<file path="config.mk">
export PLATFORM = sky130hd
export DESIGN_NAME = ff_descrambler_flat
export DESIGN_NICKNAME = d
export VERILOG_FILES = /design/src/rtl/ff_descrambler_if.sv /design/src/rtl/ff_descrambler.sv /design/src/flat_wrapper.sv
export SDC_FILE = /design/constraint.sdc
export NUM_CORES = 1
export LEC_CHECK = 0
export ABC_AREA = 1
export ABC_CLOCK_PERIOD_IN_PS = 1700
export BUFFER_PORTS_ARGS = -buffer_cell sky130_fd_sc_hd__buf_2
export CAP_MARGIN = 20
export CORE_MARGIN = 4
export CORE_UTILIZATION = 40
export CTS_CLUSTER_SIZE = 40
export DETAILED_ROUTE_END_ITERATION = 8
export GPL_TIMING_DRIVEN = 0
export PLACE_DENSITY = 0.68
export SETUP_SLACK_MARGIN = 0.05
export SLEW_MARGIN = 20
export SYNTH_ARGS = -nofsm -noshare
export SYNTH_HDL_FRONTEND = slang
export SYNTH_SLANG_ARGS = --single-unit
</file>
<file path="constraint.sdc">
create_clock -name clk -period 1.7 [get_ports clk]
set_input_delay 0.51 -clock clk [delete_from_list [all_inputs] [get_ports clk]]
set_output_delay 0.51 -clock clk [all_outputs]
set_load 0.005 [all_outputs]
</file>
<file path="src/rtl/ff_descrambler_if.sv">
// Stream bundle between the serial link, the descrambler and the frame consumer.
// The slave modport is the descrambler's view; the master modport is the link/consumer side.
interface ff_descrambler_if #(
  parameter int LEN        = 7,
  parameter int FRAME_BITS = 64
);
  localparam int CW = $clog2(FRAME_BITS);

  logic           seed_load;
  logic [LEN-1:0] seed_val;
  logic           in_valid;
  logic           in_bit;
  logic           in_ready;
  logic           out_valid;
  logic           out_bit;
  logic           out_last;
  logic           out_ready;
  logic [CW-1:0]  bit_count;
  logic           frame_done;

  modport master (
    output seed_load, seed_val, in_valid, in_bit, out_ready,
    input  in_ready, out_valid, out_bit, out_last, bit_count, frame_done
  );

  modport slave (
    input  seed_load, seed_val, in_valid, in_bit, out_ready,
    output in_ready, out_valid, out_bit, out_last, bit_count, frame_done
  );
endinterface

</file>
<file path="src/rtl/ff_descrambler.sv">
// Bit-serial descrambler: recovers x[n] = y[n] ^ XOR(x[n-k]) from a history of recovered bits,
// with valid/ready flow control, per-frame reseeding and frame-boundary marking.
module ff_descrambler #(
  parameter int             LEN        = 7,
  parameter logic [LEN-1:0] TAPS       = 7'b1000001,
  parameter logic [LEN-1:0] SEED       = '0,
  parameter int             FRAME_BITS = 64
) (
  input logic              clk,
  input logic              rst_n,
  ff_descrambler_if.slave  bus
);
  localparam int            CW       = $clog2(FRAME_BITS);
  localparam logic [CW-1:0] LAST_IDX = CW'(FRAME_BITS - 1);

  typedef enum logic [1:0] {IDLE, RUN, DRAIN} state_e;

  state_e         state_q, state_d;
  logic [LEN-1:0] hist_q, hist_d;
  logic [CW-1:0]  cnt_q, cnt_d;
  logic           out_valid_q, out_valid_d;
  logic           out_bit_q, out_bit_d;
  logic           out_last_q, out_last_d;
  logic           active_q;
  logic           fb, rec, in_ready, acc, consume, frame_done;

  // active_q keeps in_ready low while reset is asserted and for the first cycle after release.
  assign fb       = ^(hist_q & TAPS);
  assign rec      = bus.in_bit ^ fb;
  assign in_ready = active_q & (state_q != DRAIN) & ~bus.seed_load & (~out_valid_q | bus.out_ready);
  assign acc      = bus.in_valid & in_ready;
  assign consume  = out_valid_q & bus.out_ready;

  always_ff @(posedge clk or negedge rst_n) begin
    if (!rst_n) begin
      state_q     <= IDLE;
      hist_q      <= SEED;
      cnt_q       <= '0;
      out_valid_q <= 1'b0;
      out_bit_q   <= 1'b0;
      out_last_q  <= 1'b0;
      active_q    <= 1'b0;
    end else begin
      state_q     <= state_d;
      hist_q      <= hist_d;
      cnt_q       <= cnt_d;
      out_valid_q <= out_valid_d;
      out_bit_q   <= out_bit_d;
      out_last_q  <= out_last_d;
      active_q    <= 1'b1;
    end
  end

  always_comb begin
    state_d     = state_q;
    hist_d      = hist_q;
    cnt_d       = cnt_q;
    out_valid_d = out_valid_q;
    out_bit_d   = out_bit_q;
    out_last_d  = out_last_q;
    frame_done  = 1'b0;

    if (bus.seed_load) begin
      // Reseed aborts the frame and drops any beat the consumer has not taken yet.
      hist_d      = bus.seed_val;
      cnt_d       = '0;
      out_valid_d = 1'b0;
      out_last_d  = 1'b0;
      state_d     = IDLE;
    end else begin
      case (state_q)
        IDLE, RUN: begin
          if (acc) begin
            out_bit_d   = rec;
            out_valid_d = 1'b1;
            hist_d      = {hist_q[LEN-2:0], rec};
            state_d     = RUN;
            if (cnt_q == LAST_IDX) begin
              out_last_d = 1'b1;
              cnt_d      = '0;
              state_d    = DRAIN;
            end else begin
              cnt_d = cnt_q + CW'(1);
            end
          end else if (consume) begin
            out_valid_d = 1'b0;
          end
        end
        DRAIN: begin
          if (consume) begin
            frame_done  = 1'b1;
            hist_d      = SEED;
            out_last_d  = 1'b0;
            out_valid_d = 1'b0;
            state_d     = IDLE;
          end
        end
        default: state_d = IDLE;
      endcase
    end
  end

  assign bus.in_ready   = in_ready;
  assign bus.out_valid  = out_valid_q;
  assign bus.out_bit    = out_bit_q;
  assign bus.out_last   = out_last_q;
  assign bus.bit_count  = cnt_q;
  assign bus.frame_done = frame_done;
endmodule

</file>
<file path="src/flat_wrapper.sv">
// flat-port wrapper written by rule: the top's interface ports become plain ports
module ff_descrambler_flat 
#(
  parameter int             LEN        = 7,
  parameter logic [LEN-1:0] TAPS       = 7'b1000001,
  parameter logic [LEN-1:0] SEED       = '0,
  parameter int             FRAME_BITS = 64
)
  (clk, rst_n, bus_seed_load, bus_seed_val, bus_in_valid, bus_in_bit, bus_out_ready, bus_in_ready, bus_out_valid, bus_out_bit, bus_out_last, bus_bit_count, bus_frame_done);
  ff_descrambler_if #(.LEN(LEN), .FRAME_BITS(FRAME_BITS)) bus_i ();
  input logic clk;
  input logic rst_n;
  input wire logic [$bits(bus_i.seed_load)-1:0] bus_seed_load;
  input wire logic [$bits(bus_i.seed_val)-1:0] bus_seed_val;
  input wire logic [$bits(bus_i.in_valid)-1:0] bus_in_valid;
  input wire logic [$bits(bus_i.in_bit)-1:0] bus_in_bit;
  input wire logic [$bits(bus_i.out_ready)-1:0] bus_out_ready;
  output wire logic [$bits(bus_i.in_ready)-1:0] bus_in_ready;
  output wire logic [$bits(bus_i.out_valid)-1:0] bus_out_valid;
  output wire logic [$bits(bus_i.out_bit)-1:0] bus_out_bit;
  output wire logic [$bits(bus_i.out_last)-1:0] bus_out_last;
  output wire logic [$bits(bus_i.bit_count)-1:0] bus_bit_count;
  output wire logic [$bits(bus_i.frame_done)-1:0] bus_frame_done;
  assign bus_i.seed_load = bus_seed_load;
  assign bus_i.seed_val = bus_seed_val;
  assign bus_i.in_valid = bus_in_valid;
  assign bus_i.in_bit = bus_in_bit;
  assign bus_i.out_ready = bus_out_ready;
  assign bus_in_ready = bus_i.in_ready;
  assign bus_out_valid = bus_i.out_valid;
  assign bus_out_bit = bus_i.out_bit;
  assign bus_out_last = bus_i.out_last;
  assign bus_bit_count = bus_i.bit_count;
  assign bus_frame_done = bus_i.frame_done;
  ff_descrambler #(.LEN(LEN), .TAPS(TAPS), .SEED(SEED), .FRAME_BITS(FRAME_BITS)) u_core (.clk(clk), .rst_n(rst_n), .bus(bus_i));
endmodule
</file>
==> run summary, run 1 <==
Clock-pin slew was measured on the worst setup and hold paths at 0.11 ns. Final critical-path required period: 1.65 ns. Counting every instance in the synthesized netlist gives 135. The adder and majority gate portion of the synthesized area was 0.0117; the synthesized netlist net count was 149. The die span in x works out to 59.8 microns. For the total global routing overflow, the log shows 0. The first routing iteration left 18 violations. The fraction of synthesized cell area in xor and xnor cells was 0.0163.

By area, the combinational part of the netlist is dominated by simple AND/OR/NAND/NOR gates. The switching share of total power was 0.286; the signal arrival time at the worst endpoint was 1.14 ns. After legalization and detailed placement, the total HPWL measured 1700 microns.

After synthesis the netlist holds a flip-flop and latch count of 19. The delay contributed by the slowest stage of the critical path was 0.44 ns; the number of iterations in the first detailed-routing pass was 5. Summing over every cut layer, the via total after detailed routing is 982. The final worst-path cycle share came out at 0.973. Setup repair after global routing could not meet its margin everywhere. The clock latency at the later pin of the worst-skew pair was 0.30 ns; the mean instance size in the synthesized netlist was 7.95 sq um. The number of buffers and inverters on the critical path is 1.

From synthesis to final layout, the design area changed by 22.3%. The clock buffer count from CTS is 3. The clock net in this run drives a total of 19 sinks. The die covers 3580 sq um. STA classifies the critical path startpoint as a flop. Number of buffers inserted by port buffering: 22. The tools report the initial antenna violation count as 0. The mux cell area share after synthesis is 0.

The ratio of cells with drive above 1 in the final layout came out at 0.295. TritonCTS built the clock tree. For the total power draw, the log shows 919 uW. The logs give 0.426 for the effective utilization at floorplan and 29 for the count of different cell masters after synthesis. The first global-routing pass estimated 4170 microns of wire.

The clock tree skew after final layout came out at 0.00720 ns. Worst hold-check path type: in -> async. The setup violation total in the final timing report came out at 0. For the post-route setup TNS, the log shows 0 ns. The critical path in this run is classified as reg -> out. In this run, synthesis inferred 0 flip-flops with an integrated enable. The endpoint type of the worst setup path was an output pin.

The reported leakage power came out at 0.000729 uW. Dividing the detail-routed wire length by the instance count gives 12.0 microns. Yosys printed 0 warnings. The tools report the routability-driven placement congestion ratio as 0.797. The logs give 605 MHz for the timing-limited maximum frequency and 0 for the count of final max-slew check failures. The internal portion of the total power is 656 uW.

The worst-case IR drop observed on VDD is 0.393 mV. The cell area power density came out at 700 nW/um^2. The async set or reset register ratio after synthesis was 1.00.

The remaining number of nets flagged by the antenna check after routing was 0. The compound-cell area share of the yosys netlist works out to 0.0839. The post-synthesis cell area is 1070 sq um, and the number of ports placed on the die boundary is 24. The maximum number of buffers from clock root to sink was 2; the largest fanout of any net on the critical path was 3. The logic gate share of total power was 0.188; the sequential group share of total power was 0.558. The maximum level of the CTS H-tree came out at 1. The signal on the critical path passes through nand2_2 -> nand2_4 -> and2_4 -> buf_6. The initialized floorplan defines 18 standard-cell rows.

The kind of cell with the highest combined delay along the critical path is flip-flops. For the area of the placeable core, the log shows 2520 sq um. The die span in y was 59.8 microns. The repair_antennas step left the layout with diodes totalling 0.

The tools report the part of the power in the clock network as 0.254. The run finished with clean final reports. In this run the power spent charging and discharging nets is 263 uW. The critical-path cell with the highest stage delay was sky130_fd_sc_hd__dfrtp_1.

The total of max-cap violations is 0, and the count of unresolved DRC violations after routing is 0. In this run the clock root is driven by a sky130_fd_sc_hd__clkbuf_4. The via count of the first global-routing pass is 975, and the number of vias per cell is 5.01. The number of hold-slack violations in the final timing report was 0; the fraction of the mapped netlist area in simple logic gates was 0.373. At the worst endpoint, the required time is 1.19 ns.

The overall routing resource usage is 0.150, and the maximum number of pins on one net before global-route repair is 20. For the detailed-route wire length, the log shows 2350 microns. The logs give 181 for the final net count and 0.443 for the sequential area share after synthesis.

The primary flip-flop cell chosen by synthesis mapping is sky130_fd_sc_hd__dfrtp_1.
[timing repair]
item,4_1_cts,5_1_grt
pin swaps,3,2
gates resized for setup,6,3
hold buffers,0,0
setup endpoints to repair,1,3
setup buffers,4,1
[metal layers]
| metal | GRT usage | wire length [microns] | vias to the layer above |
|---|---|---|---|
| met3 | 0.0216 | 117 | 2 |
| met1 | 0.188 | 1090 | 458 |
| met5 | 0 | 0 | - |
| met2 | 0.264 | 1120 | 28 |
| met4 | 0.0475 | 21 | 0 |
| li1 | - | - | 494 |
[cell usage in the layout, fill, tap and decap left out, types with 2 or more instances in the layout]
cell type,n
sky130_fd_sc_hd__nand2_2,2
sky130_fd_sc_hd__nand2_4,2
sky130_fd_sc_hd__nand2_1,48
sky130_fd_sc_hd__nor2_4,2
sky130_fd_sc_hd__clkbuf_4,3
sky130_fd_sc_hd__dfrtp_1,18
sky130_fd_sc_hd__buf_2,21
sky130_fd_sc_hd__nand4_1,2
sky130_fd_sc_hd__buf_4,4
sky130_fd_sc_hd__nand3_1,16
sky130_fd_sc_hd__inv_1,12
sky130_fd_sc_hd__inv_2,2
sky130_fd_sc_hd__o21ai_1,3
sky130_fd_sc_hd__a22o_1,5
sky130_fd_sc_hd__buf_6,3
sky130_fd_sc_hd__nor2_1,3
sky130_fd_sc_hd__clkbuf_1,2
[per-stage QoR]
| step | worst slack [ns] | hold WS (ns) | util | std cells | area (sq um) |
|---|---|---|---|---|---|
| 6_report | 0.0467 | 0.132 | 0.520 | 196 | 1310 |
| 5_1_grt | 0.000828 | 0.158 | 0.520 | 196 | 1310 |
| 4_1_cts | 0.0538 | 0.147 | 0.515 | 195 | 1300 |
| 3_5_place_dp | -0.0399 | 0.463 | 0.484 | 187 | 1220 |
| 3_3_place_gp | -0.0249 | 0.451 | 0.484 | 187 | 1220 |
| 2_1_floorplan | 0.153 | 0.214 | - | 135 | 1070 |
[power by group through the flow]
stage	combinational, uW	sequential, uW	clock [uW]
5_1_grt	197	517	261
6_report	173	513	233
2_1_floorplan	106	515	0
3_5_place_dp	160	521	0
4_1_cts	173	513	240
3_3_place_gp	156	519	0
[path summary, 6_finish.rpt]
check                                     start                   to  slack, ns  cells after the start
setup / recovery              u_core.state_q[0]         bus_in_ready       0.05                      4
hold / removal                            rst_n   u_core.bus.out_bit       0.13                      1
setup reg to reg           u_core.bus.out_valid     u_core.hist_q[3]       0.20                      8
hold reg to reg             u_core.bus.out_last  u_core.bus.out_last       0.48                      2
max in group asynchronous                 rst_n    u_core.state_q[1]       1.24                      1
min in group clk            u_core.bus.out_last  u_core.bus.out_last       0.48                      2
[logic make-up (layout without fill, tap and decap cells)]
logic type,after synthesis,count (layout)
other cells,1,1
compound gates,12,12
simple gates,83,83
fa+ha+maj,1,1
buf+inv,17,48
xor+xnor,2,2
flops,19,19
[final cells by class]
class,instances,area (sq um)
Timing Repair Buffer,27,158
Fill cell,254,1210
Sequential cell,19,477
Clock buffer,4,26.3
Tap cell,30,37.5
Buffer,2,15.0
Multi-Input combinational cell,99,541
Inverter,15,58.8
[registers in the layout (all words and copies together), names as in the netlist]
name and count:
u_core.hist_q 7, u_core.active_q 1, u_core.bus.out_bit 1, u_core.state_q 2
u_core.bus.bit_count 6, u_core.bus.out_last 1, u_core.bus.out_valid 1
[worst register-to-register path: stages, from the launching register on]
cell	delay, ns
sky130_fd_sc_hd__dfrtp_1	0.42
sky130_fd_sc_hd__a21oi_2	0.18
sky130_fd_sc_hd__buf_4	0.12
sky130_fd_sc_hd__buf_4	0.10
sky130_fd_sc_hd__nand3_4	0.12
sky130_fd_sc_hd__nand2_2	0.13
sky130_fd_sc_hd__nand3_2	0.16
sky130_fd_sc_hd__nand2_1	0.10
sky130_fd_sc_hd__nand2_1	0.06
[synthesized netlist by cell type (2+ instances only)]
master,count,area (sq um)
sky130_fd_sc_hd__nor2_4,2,22.5
sky130_fd_sc_hd__dfrtp_1,19,475
sky130_fd_sc_hd__nand3_1,16,80.1
sky130_fd_sc_hd__nand2_2,2,12.5
sky130_fd_sc_hd__inv_1,13,48.8
sky130_fd_sc_hd__nor2_1,4,15.0
sky130_fd_sc_hd__o21ai_1,3,15.0
sky130_fd_sc_hd__a22o_1,5,43.8
sky130_fd_sc_hd__nand4_1,2,12.5
sky130_fd_sc_hd__a21oi_1,2,10.0
sky130_fd_sc_hd__nand2_1,49,184
No activity file was read; power rests on OpenSTA's default activity.
==> inputs of run 2 (changes only) <==
ABC_CLOCK_PERIOD_IN_PS = 1850   (was 1700)
clock period = 1.85 ns   (was 1.7 ns; I/O delays follow)
==> run summary, run 2 (same netlist as run 1, synthesis figures left out) <==
The global-route wire length before repair was 4110 microns (was 4170 microns). Final net count: 178 (was 181). The flip-flop count of the largest register, all copies and words added was 7 (unchanged). The tools report the timing-limited maximum frequency as 571 MHz. The tools report the number of iterations in the first detailed-routing pass as 4 (was 5). The die span in x is 59.8 microns (unchanged).

The tools report the maximum resistive drop on vdd as 0.360 mV (was 0.393 mV). The least setup slack across all paths after layout was 0.0996 ns (was 0.0467 ns); the starting DRC count in detailed routing was 29 (was 18). The total global routing overflow is 0 (unchanged), and the area of the die is 3580 sq um (unchanged). For the routed wire length on met2, the log shows 1130 microns (was 1120 microns). The number of hold-slack violations in the final timing report is 0 (unchanged), and the routed via count is 967 (was 982). The via count of the first global-routing pass is 952 (was 975), and the setup slack after placement is 0.0201 ns (was -0.0399 ns). The number of ports placed on the die boundary is 24 (unchanged).

The cell at the root of the clock tree was sky130_fd_sc_hd__clkbuf_4 (unchanged). The logs give 0 (unchanged) for the number of diodes and 1270 sq um (was 1310 sq um) for the final non-filler cell area. The endpoint type of the worst setup path is an output pin (unchanged). Count of unresolved DRC violations after routing: 0 (unchanged). Kind of start point of the critical path: a primary input (was a flop). The routability-driven placement congestion ratio is 0.797 (unchanged), and the number of buffers and inverters on the critical path is 3 (was 1). The end-of-flow core utilization was 0.502 (was 0.520).

The largest fanout of any net on the critical path came out at 10 (was 3). Worst path cell trace: buf_6 -> inv_4 -> nand2_2 -> nand2_4 -> and2_1 -> buf_2 (was nand2_2 -> nand2_4 -> and2_4 -> buf_6). The signal arrival time at the worst endpoint is 1.20 ns (was 1.14 ns).

The tools report the maximum number of pins on one net before global-route repair as 20 (unchanged). The logs give 0.00923 ns (was 0.00720 ns) for the clock tree skew after final layout and 0 (unchanged) for the total of max-cap violations. The worst hold-check path type was in -> async (unchanged).

The logs give 2330 microns (was 2350 microns) for the detailed-route wire length and 1220 sq um (unchanged) for the post-placement cell area. The largest delay contributor family on the critical path is buffers and inverters (was flip-flops). The maximum number of buffers from clock root to sink was 2 (unchanged). The delay contributed by the slowest stage of the critical path came out at 0.14 ns (was 0.44 ns).

The amount of wire on met3 after detailed routing was 117 microns (unchanged). Remaining number of nets flagged by the antenna check after routing: 0 (unchanged). For the sum of routed wire segments on met1, the log shows 1070 microns (was 1090 microns). The final critical-path required period came out at 1.75 ns.

TritonCTS built the clock tree. The count of final max-slew check failures was 0 (unchanged). Maximum level of the CTS H-tree: 1 (unchanged).

The run gives 0 (unchanged) as the initial antenna violation count. The area of the placeable core is 2520 sq um (unchanged). The largest register by flop count is u_core.hist_q (unchanged). The reported leakage power was 0.000709 uW (was 0.000729 uW).

The hold buffer count at CTS was 0 (unchanged); the number of vias per cell was 5.01 (about the same). The required time of the worst setup path was 1.29 ns (was 1.19 ns). The highest metal layer with signal wires is met4 (unchanged). The effective utilization at floorplan is 0.426 (unchanged). The clock-pin slew on the worst setup and hold paths was 0.11 ns (about the same). Count of clock tree sinks: 19 (unchanged). The commonest non-fill, non-tap cell in the layout is sky130_fd_sc_hd__nand2_1 (unchanged). The classification of the worst setup path is in -> out (was reg -> out).

Worst hold margin: 0.175 ns (was 0.132 ns). Setup repair after global routing could not meet its margin everywhere. Post-detailed-placement half-perimeter wirelength: 1700 microns (unchanged).

The cell area power density was 658 nW/um^2 (was 700 nW/um^2). The final worst-path cycle share was 0.946. The number of standard-cell rows in the floorplan is 18 (unchanged), and the setup violation total in the final timing report is 0 (unchanged). Number of buffers inserted by port buffering: 22 (unchanged). Mean routed wirelength per cell: 12.1 microns (was 12.0 microns). The run finished with clean final reports. Clock buffer count from CTS: 3 (unchanged).

The area added between synthesis and finish is 18.1% (was 22.3%). The clock latency at the later pin of the worst-skew pair was 0.30 ns (about the same). The die span in y came out at 59.8 microns (unchanged). Highest-count cells in the layout ignoring fill and taps: 49 x sky130_fd_sc_hd__nand2_1, 22 x sky130_fd_sc_hd__buf_2, 18 x sky130_fd_sc_hd__dfrtp_1 (was 48 x sky130_fd_sc_hd__nand2_1, 21 x sky130_fd_sc_hd__buf_2, 18 x sky130_fd_sc_hd__dfrtp_1).

The critical-path cell with the highest stage delay was sky130_fd_sc_hd__buf_6 (was sky130_fd_sc_hd__dfrtp_1). The post-route setup TNS came out at 0 ns (unchanged). For the overall routing resource usage, the log shows 0.149 (was 0.150). The ratio of cells with drive above 1 in the final layout was 0.258 (was 0.295).
## run 2: layout make-up
class	instances	area, sq um
plain buffers	2	15.0
clock buffers	4	26.3
fillers	258	1250
inverters	15	58.8
multi-input cells	99	528
flip-flops and latches	19	477
well taps	30	37.5
repair buffers	24	125
## run 2: where the power goes
group / switching [uW] / internal, uW
Combinational: 85.4 / 63.4
Sequential: 22.6 / 448
Clock: 130 / 84.0
## run 2: stage by stage
| stage | total power, uW | instances |
|---|---|---|
| 2_1_floorplan | 571 | 135 |
| 3_5_place_dp | 625 | 187 |
| 3_3_place_gp | 620 | 187 |
| 5_1_grt | 886 | 193 |
| 4_1_cts | 842 | 193 |
| 6_report | 833 | 193 |
## run 2: repair_timing
action / 4_1_cts / 5_1_grt
endpoints found under the setup margin: 1 / 1
gates resized for setup: 2 / 0
setup buffers: 2 / 0
pin swaps: 1 / 2
cloned: 0 / 0
## run 2: final timing paths
check,cells past startpoint,slack (ns),start,endpoint
max reg2reg,9,0.33,u_core.state_q[1],u_core.hist_q[3]
min reg2reg,2,0.48,u_core.bus.out_last,u_core.bus.out_last
max in group asynchronous,1,1.35,rst_n,u_core.state_q[1]
max,6,0.1,bus_seed_load,bus_in_ready
min in group clk,2,0.48,u_core.bus.out_last,u_core.bus.out_last
min,1,0.17,rst_n,u_core.bus.out_bit
## run 2: layer usage
metal | vias up | global-route usage
met3 | 2 | 0.0216
met4 | 0 | 0.0475
li1 | 489 | -
met2 | 26 | 0.256
met5 | - | 0
met1 | 450 | 0.189
## run 2: worst reg2reg max path, stage by stage, from the launching register on
cell and delay, ns:
sky130_fd_sc_hd__dfrtp_2 0.43, sky130_fd_sc_hd__inv_2 0.05, sky130_fd_sc_hd__nand2_2 0.08, sky130_fd_sc_hd__nand2_4 0.09, sky130_fd_sc_hd__buf_4 0.17, sky130_fd_sc_hd__nand3_4 0.15, sky130_fd_sc_hd__nand2_2 0.14, sky130_fd_sc_hd__nand3_2 0.16
sky130_fd_sc_hd__nand2_1 0.10, sky130_fd_sc_hd__nand2_1 0.06
==> inputs of run 3 (changes only) <==
RECOVER_POWER = 25   (was unset)
==> run summary, run 3 (same netlist as run 1, synthesis figures left out) <==
Die span in y: 59.8 microns (unchanged). At the pin with the least slew margin, the transition time is 1.03 ns. The tools report the post-route setup TNS as 0 ns (unchanged). The run gives 238 uW (about the same) as the switching power. The detailed-route wire length is 2330 microns (unchanged). The count of unresolved DRC violations after routing came out at 0 (unchanged). Number of cells on the worst reg-to-reg path: 9 (unchanged). The tools report the starting DRC count in detailed routing as 29 (unchanged). The number of iterations in the first detailed-routing pass was 4 (unchanged); the final worst-path cycle share was 0.946 (unchanged). The mean routed wirelength per cell was 12.1 microns (unchanged). The area of the placeable core was 2520 sq um (unchanged); the sequential group share of total power was 0.565 (was 0.564).

The maximum level of the CTS H-tree was 1 (unchanged); the signal arrival time at the worst endpoint was 1.20 ns (about the same). The internal power was 595 uW (about the same). The tools report the kind of start point of the critical path as a primary input (unchanged).

The final critical-path required period works out to 1.75 ns (unchanged). The run gives 0.178 (was 0.179) as the logic gate share of total power. Highest-count cells in the layout ignoring fill and taps: 49 x sky130_fd_sc_hd__nand2_1, 21 x sky130_fd_sc_hd__buf_2, 18 x sky130_fd_sc_hd__dfrtp_1 (was 49 x sky130_fd_sc_hd__nand2_1, 22 x sky130_fd_sc_hd__buf_2, 18 x sky130_fd_sc_hd__dfrtp_1). The number of vias per cell was 5.01 (unchanged); the setup violation total in the final timing report was 0 (unchanged).

For the reg2reg setup slack, the log shows 0.33 ns (about the same). The largest fanout of any net on the critical path came out at 10 (unchanged). The maximum number of buffers from clock root to sink is 2 (unchanged). The run gives 193 (unchanged) as the number of cells in the finished layout apart from fillers.

The count of clock tree sinks is 19 (unchanged). The clock buffer count from CTS came out at 3 (unchanged). The logs give 0.0996 ns (unchanged) for the least setup slack across all paths after layout and 0 (unchanged) for the remaining number of nets flagged by the antenna check after routing. The number of ports placed on the die boundary is 24 (unchanged).

The tools report the critical register-to-register path startpoint as u_core.state_q[1] (unchanged). The classification of the worst setup path was in -> out (unchanged). The run gives 967 (unchanged) as the routed via count.

TritonCTS built the clock tree. Worst hold margin: 0.399 ns (was 0.175 ns). Largest register by flop count: u_core.hist_q (unchanged). For the number of standard-cell rows in the floorplan, the log shows 18 (unchanged).

The count of final max-slew check failures was 0 (unchanged); the post-detailed-placement half-perimeter wirelength was 1700 microns (unchanged). The clock latency at the later pin of the worst-skew pair was 0.30 ns (about the same). The initial antenna violation count is 0 (unchanged), and the via count of the first global-routing pass is 952 (unchanged). The logs give 4110 microns (unchanged) for the global-route wire length before repair and 0 (unchanged) for the number of diodes.

The logs give 0.313 for the remaining max-slew budget at the tightest pin and 20 (unchanged) for the maximum number of pins on one net before global-route repair. The endpoint type of the worst setup path is an output pin (unchanged). The number of hold-slack violations in the final timing report is 0 (unchanged). Maximum resistive drop on vdd: 0.360 mV (about the same). The cell area power density was 658 nW/um^2 (about the same). The flow ran to the end, and the final reports show no timing, DRC or antenna violations. Setup repair after global routing could not meet its margin everywhere. The overall routing resource usage is 0.149 (unchanged). The routability-driven placement congestion ratio was 0.797 (unchanged); the die span in x was 59.8 microns (unchanged).

The total of max-cap violations came out at 0 (unchanged). The area of the die is 3580 sq um (unchanged), and the part of the power in the clock network is 0.257 (about the same). The final net count is 178 (unchanged). The reg-to-reg critical path endpoint is u_core.hist_q[3] (unchanged). For the total instance count after detailed placement, the log shows 187 (unchanged).

The ratio of cells with drive above 1 in the final layout was 0.252 (was 0.258). The clock-pin slew on the worst setup and hold paths works out to 0.11 ns (about the same). The number of buffers inserted by port buffering is 22 (unchanged). The cell at the root of the clock tree was sky130_fd_sc_hd__clkbuf_4 (unchanged). Area added between synthesis and finish: 17.9% (was 18.1%).

The total global routing overflow came out at 0 (unchanged). Worst hold-check path type: in -> async (unchanged). The commonest non-fill, non-tap cell in the layout is sky130_fd_sc_hd__nand2_1 (unchanged). The reported leakage power came out at 0.000706 uW (was 0.000709 uW).

The clock tree skew after final layout was 0.00923 ns (unchanged); the timing-limited maximum frequency was 571 MHz (unchanged). The switching share of total power is 0.286 (about the same). The effective utilization at floorplan was 0.426 (unchanged); the setup slack after placement was 0.0201 ns (unchanged). The flip-flop count of the largest register, all copies and words added was 7 (unchanged).

The required time of the worst setup path was 1.29 ns (about the same); the total power draw was 833 uW (about the same).
[run 3: routing by layer]
layer | share of wire | track usage | vias to the layer above | routed length, microns
met5 | 0 | 0 | - | 0
met3 | 0.047 | 0.0216 | 2 | 109
li1 | - | - | 489 | -
met4 | 0.0090 | 0.0475 | 0 | 21
met1 | 0.46 | 0.189 | 450 | 1080
met2 | 0.48 | 0.256 | 26 | 1130
[run 3: final cells by class]
type,instances,area (sq um)
sequential,19,477
timing repair buffer,24,124
multi-input combinational,99,528
fill,259,1260
clock buffer,4,26.3
tap,30,37.5
buffer,2,15.0
inverter,15,58.8
[run 3: worst max-delay path by stage]
| stage | to | depth (start not counted) | startpoint | slack, ns |
|---|---|---|---|---|
| floorplan | bus_in_ready | 5 | bus_seed_load | 0.21 |
| global placement | bus_in_ready | 6 | bus_seed_load | 0.04 |
| detailed placement | bus_in_ready | 6 | bus_seed_load | 0.02 |
| CTS | bus_in_ready | 6 | bus_seed_load | 0.09 |
| global route | bus_in_ready | 3 | u_core.bus.out_valid | 0.03 |
| finish | bus_in_ready | 6 | bus_seed_load | 0.1 |
[run 3: stage by stage]
step	area, sq um	utilization
final	1270	0.502
after global routing	1270	0.502
after CTS	1270	0.502
after detailed placement	1220	0.484
after global placement	1220	0.484
after floorplan	1070	-
[run 3: power groups by stage]
stage	Sequential (uW)	Combinational (uW)	Clock, uW
finish	470	148	214
global route	475	170	240
CTS	471	151	220
detailed placement	479	147	0
global placement	476	143	0
floorplan	473	97.5	0
[run 3: worst max-delay path, stage by stage]
cell and delay, ns:
sky130_fd_sc_hd__buf_6 0.14, sky130_fd_sc_hd__inv_4 0.06, sky130_fd_sc_hd__nand2_2 0.12, sky130_fd_sc_hd__nand2_4 0.07, sky130_fd_sc_hd__and2_1 0.13, sky130_fd_sc_hd__buf_2 0.12
[run 3: what timing repair did]
| action | in CTS | in global routing |
|---|---|---|
| hold buffers | 0 | 0 |
| cloned | 0 | 0 |
| setup buffers | 2 | 0 |
| setup endpoints to repair | 1 | 1 |
| resized for setup | 2 | 0 |
| pin swaps | 1 | 2 |
